`config.mk`:
```
export PLATFORM = sky130hd
export DESIGN_NAME = adc_capture_train_flat
export DESIGN_NICKNAME = d
export VERILOG_FILES = /design/src/rtl/adc_capture_train_if.sv /design/src/rtl/adc_capture_train.sv /design/src/flat_wrapper.sv
export SDC_FILE = /design/constraint.sdc
export NUM_CORES = 1
export LEC_CHECK = 0
export ABC_AREA = 1
export CAP_MARGIN = 20
export CORE_MARGIN = 2
export CORE_UTILIZATION = 40
export CTS_BUF_LIST = sky130_fd_sc_hd__clkbuf_2 sky130_fd_sc_hd__clkbuf_4 sky130_fd_sc_hd__clkbuf_8
export DETAILED_ROUTE_END_ITERATION = 10
export PLACE_DENSITY = 0.73
export SYNTH_ARGS = -nofsm -noshare
export SYNTH_HDL_FRONTEND = slang
export SYNTH_SLANG_ARGS = --single-unit
```
`constraint.sdc`:
```
create_clock -name clk -period 6.3 [get_ports clk]
set_clock_uncertainty 0.05 [all_clocks]
set_input_delay 0.945 -clock clk [delete_from_list [all_inputs] [get_ports clk]]
set_output_delay 0.945 -clock clk [all_outputs]
set_load 0.005 [all_outputs]
```
`src/rtl/adc_capture_train_if.sv`:
```
// adc_capture_train_if: pin, control and status bundle for adc_capture_train
// master: drives inp/inn/fmt/train_start, observes dout/dval/state/bad_bits
// slave:  the capture block; channel c occupies [c*pincount +: pincount]
interface adc_capture_train_if #(
  parameter int pincount = 16,
  parameter int nchan = 2
);
  logic [nchan*pincount-1:0] inp, inn, dout, bad_bits;
  logic fmt, train_start;
  logic [nchan-1:0] dval;
  logic [2*nchan-1:0] state;
  modport master (output inp, inn, fmt, train_start, input dout, dval, state, bad_bits);
  modport slave (input inp, inn, fmt, train_start, output dout, dval, state, bad_bits);
endinterface

```
`src/rtl/adc_capture_train.sv`:
```
// adc_capture_train: parallel-LVDS ADC capture with per-channel link training
// clk: ADC data clock; rst_n: async active-low reset, released synchronously
// bus.inp/inn: differential pins; bus.fmt: 1 = two's complement out
// bus.train_start: restart training; bus.dout/dval/state/bad_bits: per-channel results
module adc_capture_train #(
  parameter int pincount = 16,
  parameter int nchan = 2,
  parameter logic [pincount-1:0] train_pattern = 16'h5555,
  parameter int lock_count = 64,
  parameter int timeout_cycles = 4095
) (
  input logic clk,
  input logic rst_n,
  adc_capture_train_if.slave bus
);
  localparam logic [1:0] IDLE = 2'd0, TRAIN = 2'd1, LOCKED = 2'd2, FAIL = 2'd3;
  localparam logic [15:0] LOCK_N = 16'(lock_count);
  localparam logic [15:0] TMO_N = 16'(timeout_cycles);
  logic [1:0] rs_q;
  logic rs_n;
  logic [nchan-1:0][pincount-1:0] dout_w, bad_w;
  logic [nchan-1:0][1:0] st_w;
  logic [nchan-1:0] dval_w;
  // assertion is immediate, release is retimed to clk
  always_ff @(posedge clk or negedge rst_n)
    if (!rst_n) rs_q <= '0;
    else rs_q <= {rs_q[0], 1'b1};
  assign rs_n = rs_q[1];
  for (genvar c = 0; c < nchan; c++) begin : g_ch
    logic [pincount-1:0] pin, s1_q, s2_q, prev_q, dout_q, dout_d, bad_q, bad_d;
    logic [15:0] mcnt_q, mcnt_d, tcnt_q, tcnt_d, minc, tinc;
    logic [1:0] st_q, st_d;
    logic chk_en, match, lock, tmo;
    // behavioural stand-in for the terminated differential input buffer
    assign pin = bus.inp[c*pincount +: pincount] & ~bus.inn[c*pincount +: pincount];
    assign dout_d = s2_q ^ {bus.fmt, {(pincount-1){1'b0}}};
    // tcnt is 0 only in the warm-up cycle right after entering TRAIN
    assign chk_en = st_q == TRAIN && tcnt_q != 16'd0;
    assign match = (s2_q == train_pattern || s2_q == ~train_pattern) && s2_q == ~prev_q;
    assign minc = &mcnt_q ? mcnt_q : mcnt_q + 16'd1;
    assign tinc = &tcnt_q ? tcnt_q : tcnt_q + 16'd1;
    assign lock = chk_en && match && minc >= LOCK_N;
    assign tmo = st_q == TRAIN && tinc >= TMO_N;
    always_comb begin
      st_d = bus.train_start ? TRAIN : lock ? LOCKED : tmo ? FAIL : st_q;
      mcnt_d = bus.train_start ? '0 : chk_en ? (match ? minc : '0) : mcnt_q;
      tcnt_d = bus.train_start ? '0 : st_q == TRAIN ? tinc : tcnt_q;
      bad_d = bus.train_start ? '0 : chk_en ? bad_q | (s2_q ^ ~prev_q) : bad_q;
    end
    always_ff @(posedge clk or negedge rs_n)
      if (!rs_n) begin
        s1_q <= '0;
        s2_q <= '0;
        prev_q <= '0;
        dout_q <= '0;
        bad_q <= '0;
        mcnt_q <= '0;
        tcnt_q <= '0;
        st_q <= IDLE;
      end else begin
        s1_q <= pin;
        s2_q <= s1_q;
        prev_q <= s2_q;
        dout_q <= dout_d;
        bad_q <= bad_d;
        mcnt_q <= mcnt_d;
        tcnt_q <= tcnt_d;
        st_q <= st_d;
      end
    assign dout_w[c] = dout_q;
    assign bad_w[c] = bad_q;
    assign st_w[c] = st_q;
    assign dval_w[c] = st_q == LOCKED;
  end
  assign bus.dout = dout_w;
  assign bus.bad_bits = bad_w;
  assign bus.state = st_w;
  assign bus.dval = dval_w;
endmodule

```
`src/flat_wrapper.sv`:
```
// flat-port wrapper written by rule: the top's interface ports become plain ports
module adc_capture_train_flat 
#(
  parameter int pincount = 16,
  parameter int nchan = 2,
  parameter logic [pincount-1:0] train_pattern = 16'h5555,
  parameter int lock_count = 64,
  parameter int timeout_cycles = 4095
)
  (clk, rst_n, bus_inp, bus_inn, bus_fmt, bus_train_start, bus_dout, bus_dval, bus_state, bus_bad_bits);
  adc_capture_train_if #(.pincount(pincount), .nchan(nchan)) bus_i ();
  input logic clk;
  input logic rst_n;
  input wire logic [$bits(bus_i.inp)-1:0] bus_inp;
  input wire logic [$bits(bus_i.inn)-1:0] bus_inn;
  input wire logic [$bits(bus_i.fmt)-1:0] bus_fmt;
  input wire logic [$bits(bus_i.train_start)-1:0] bus_train_start;
  output wire logic [$bits(bus_i.dout)-1:0] bus_dout;
  output wire logic [$bits(bus_i.dval)-1:0] bus_dval;
  output wire logic [$bits(bus_i.state)-1:0] bus_state;
  output wire logic [$bits(bus_i.bad_bits)-1:0] bus_bad_bits;
  assign bus_i.inp = bus_inp;
  assign bus_i.inn = bus_inn;
  assign bus_i.fmt = bus_fmt;
  assign bus_i.train_start = bus_train_start;
  assign bus_dout = bus_i.dout;
  assign bus_dval = bus_i.dval;
  assign bus_state = bus_i.state;
  assign bus_bad_bits = bus_i.bad_bits;
  adc_capture_train #(.pincount(pincount), .nchan(nchan), .train_pattern(train_pattern), .lock_count(lock_count), .timeout_cycles(timeout_cycles)) u_core (.clk(clk), .rst_n(rst_n), .bus(bus_i));
endmodule
```
==> metrics.md <==
| Metric | Value |
|---|---|
| Least-Margin Pin Slew | 0.863 ns |
| Setup Fix Bufs, Post-CTS | 0 |
| Simple-Gate Fraction of Synth Area | 0.261 |
| Placer Congestion | 0.872 |
| CTS Buf Count | 17 |
| Combined flip-flop and latch cell area | 5010 µm² |
| Core Area | 23500 µm² |
| Syn Area/Cell | 8.46 µm² |
| DIE AREA | 25100 µm² |
| Synth cell types | 38 |
| Flop-to-flop setup slack | 3.79 ns |
| Fill count | 2212 |
| Port Buffers | 137 |
| Syn Inst Count | 1129 |
| GRT overflow | 0 |
| Top_reg_cell synth | dfrtp_1 |
| Vias in the first global route | 7684 |
| Buffers and inverters on the worst path | 2 |
| CP Launch Type | input port |
| Skew-Pair Late Insertion Delay | 0.48 ns |
| Initial Util | 0.407 |
| Number of max-cap violations | 0 |
| Antenna violations before repair | 0 |
| CP startpoint | bus_train_start |
| Clock-pin slew on the worst setup and hold paths | 0.12 ns |
| First DRT Iteration DRCs | 476 |
| Synth Area in Adders | 0.00786 |
| N_diodes | 0 |
| Post-CTS Hold Buffers | 0 |
| Worst slew margin | 0.422 |
| Synth Area in Compound Gates | 0.0806 |
| Floorplan row count | 56 |
| Largest family of logic cells by synthesized area | simple AND/OR/NAND/NOR gates |
| Detail Route Antenna Nets | 0 |
| PnR worst setup slack | 3.63 ns |
| Post-route cell area | 11500 µm² |
| Vias/cell | 4.99 |
| Seq/Total Area, Yosys | 0.524 |
| CP max-delay cell | clkdlybuf4s50_1 |
| Mux share of post-synthesis cell area | 0 |
| Final period util | 0.424 |
| Syn Std Cell Area | 9550 µm² |
| Setup_tns | 0 ns |
| Most frequent cells in the layout | nand2_1, dfrtp_1, nor2_1 |
| Top-level I/O count | 138 |
| Die H | 159 µm |
| FF+latch count, synth | 200 |
| Unrepaired setup endpoints after global routing | no |
| Largest net degree at the start of global routing | 130 |
| Post-synth EDFFs | 0 |
| First-pass GRT wire length | 36.5 mm |
| Maximum VDD drop | 0.143 mV |
| Crit Path Max Fanout | 34 |
| Crit end category | flop |
| Crit-path cells | clkdlybuf4s50_1, inv_2, nand2_1, nand4_1, o21ai_0 |
| DRC viols | 0 |
| Via count of the routed design | 7847 |
| Final net count | 1314 |
| Final hold violation count | 0 |
| Critical path arrival | 2.96 ns |
| Worst flop-to-flop path startpoint | u_core.g_ch[0].mcnt_q[0]$_DFFE_PN0P_ |
| Root Driver | clkbuf_8 |
| Dpl hpwl | 15.9 mm |
| Worst hold path type | flop to flop |
| Commonest non-fill, non-tap cell in the layout | nand2_1 |
| Lkg Pwr | 5.28 nW |
| GRT Resource Usage Total | 0.183 |
| Synth Area in XOR/XNOR | 0.0440 |
| HP Start | u_core.g_ch[0].s1_q[1]$_DFF_PN0_ |
| Clock Tree Buf Depth | 2 |
| Setup CP Type | input port to flop |
| Fin crit period | 2.67 ns |
| Post-DP Area | 11100 µm² |
| Final WL | 21.8 mm |
| CP max stage delay | 0.60 ns |
| Die Wd | 159 µm |
| Warning count from the yosys run | 0 |
| Synth async-reset ratio | 1.00 |
| Power per cell area | 219 nW/µm² |
| Status | complete, no violations |
| DRT Pass-1 Iters | 5 |
| Multi-input combinational cell area | 3760 µm² |
| Max Slew Vio Count | 0 |
| Hold_ws | 0.306 ns |
| Worst path required time | 6.59 ns |
| Area Overhead vs Synth | 20.2% |
| Post-CTS sizing | 0 |
| CTS tree | yes |
| Average wire per standard cell | 13.9 µm |
| Share of cells above drive strength 1 | 0.0463 |
| Final setup vio count | 0 |
| Htree depth | 4 |
| Largest delay contributor family on the critical path | buffers and inverters |
| Syn Nets | 1203 |
| Clk sinks | 200 |
| Place WS | 3.13 ns |
| Fmax | 374 MHz |
[power breakdown]
part | switching (mW) | total (mW) | internal (mW)
Combinational | 0.130 | 0.276 | 0.146
Sequential | 0.0530 | 1.40 | 1.35
Clock | 0.527 | 0.839 | 0.313
[logic make-up (layout without fill, tap and decap cells)]
group,count (synthesis),in the layout
xor gates and xnor gates,48,48
AOI/OAI and AO/OA,130,130
other,1,1
and+or+nand+nor,567,567
DFF,200,200
buffers and inverters,177,301
adders and majority gates,6,6
[cell type report]
type / instances / share of cell area
flip-flops and latches: 200 / 0.436
multi-input cells: 752 / 0.328
repair buffers: 139 / 0.122
inverters: 130 / 0.0427
well taps: 319 / 0.0348
clock buffers: 18 / 0.0210
clock inverters: 14 / 0.0158
[sequential cells by signal, indices dropped and copies added (netlist names)]
register            count
u_core.g_ch.s1_q       32
u_core.g_ch.prev_q     17
u_core.g_ch.bad_q      32
u_core.g_ch.tcnt_q     32
u_core.rs_q             2
u_core.g_ch.mcnt_q     32
u_core.g_ch.st_q        4
u_core.g_ch.dout_q     17
u_core.g_ch.s2_q       32
[metal layers]
metal / vias to the layer above / share of wire / global-route usage
li1: 3846 / - / -
met2: 237 / 0.47 / 0.295
met5: - / 0 / 0
met1: 3735 / 0.43 / 0.238
met4: 0 / 0.019 / 0.0618
met3: 29 / 0.079 / 0.0517
[stage by stage]
stage | total power, mW | std cells | utilization
after floorplan | 1.55 | 1129 | -
after global placement | 1.70 | 1540 | 0.471
after detailed placement | 1.70 | 1540 | 0.471
after CTS | 2.54 | 1572 | 0.489
after global routing | 2.63 | 1572 | 0.489
final | 2.51 | 1572 | 0.489
[Yosys cell counts (5+ instances only)]
master	number	share of area
buf_4	31	0.024
dfrtp_1	200	0.52
xor2_1	47	0.043
nor3_1	7	0.0037
nand3_1	84	0.044
nand2_2	5	0.0033
nand4_1	50	0.033
nor2_1	166	0.065
o21ai_0	53	0.028
clkbuf_1	10	0.0039
inv_1	124	0.049
ha_1	6	0.0079
nand2_1	234	0.092
o21a_1	32	0.025
a21oi_1	17	0.0089
o22ai_1	22	0.014
[worst paths after layout]
| path | to | depth (start not counted) |
|---|---|---|
| max | u_core.g_ch[0].mcnt_q[1]$_DFFE_PN0P_ | 5 |
| min | u_core.g_ch[0].s2_q[1]$_DFF_PN0_ | 0 |
| max reg2reg | u_core.g_ch[0].st_q[0]$_DFFE_PN0P_ | 10 |
| min reg2reg | u_core.g_ch[0].s2_q[1]$_DFF_PN0_ | 0 |
| max in group asynchronous | u_core.g_ch[0].prev_q[15]$_DFF_PN0_ | 1 |
| min in group asynchronous | u_core.g_ch[0].s2_q[0]$_DFF_PN0_ | 0 |
[worst register-to-register path, stage by stage (launching register included)]
cell     delay, ns
dfrtp_1       0.49
ha_1          0.30
nand3_1       0.12
inv_1         0.13
nand4_1       0.56
o21ai_0       0.36
nor2_1        0.07
nand3_1       0.13
nand2_1       0.07
nand2_1       0.06
nand2_1       0.04
(Power assumes the default switching activity.)
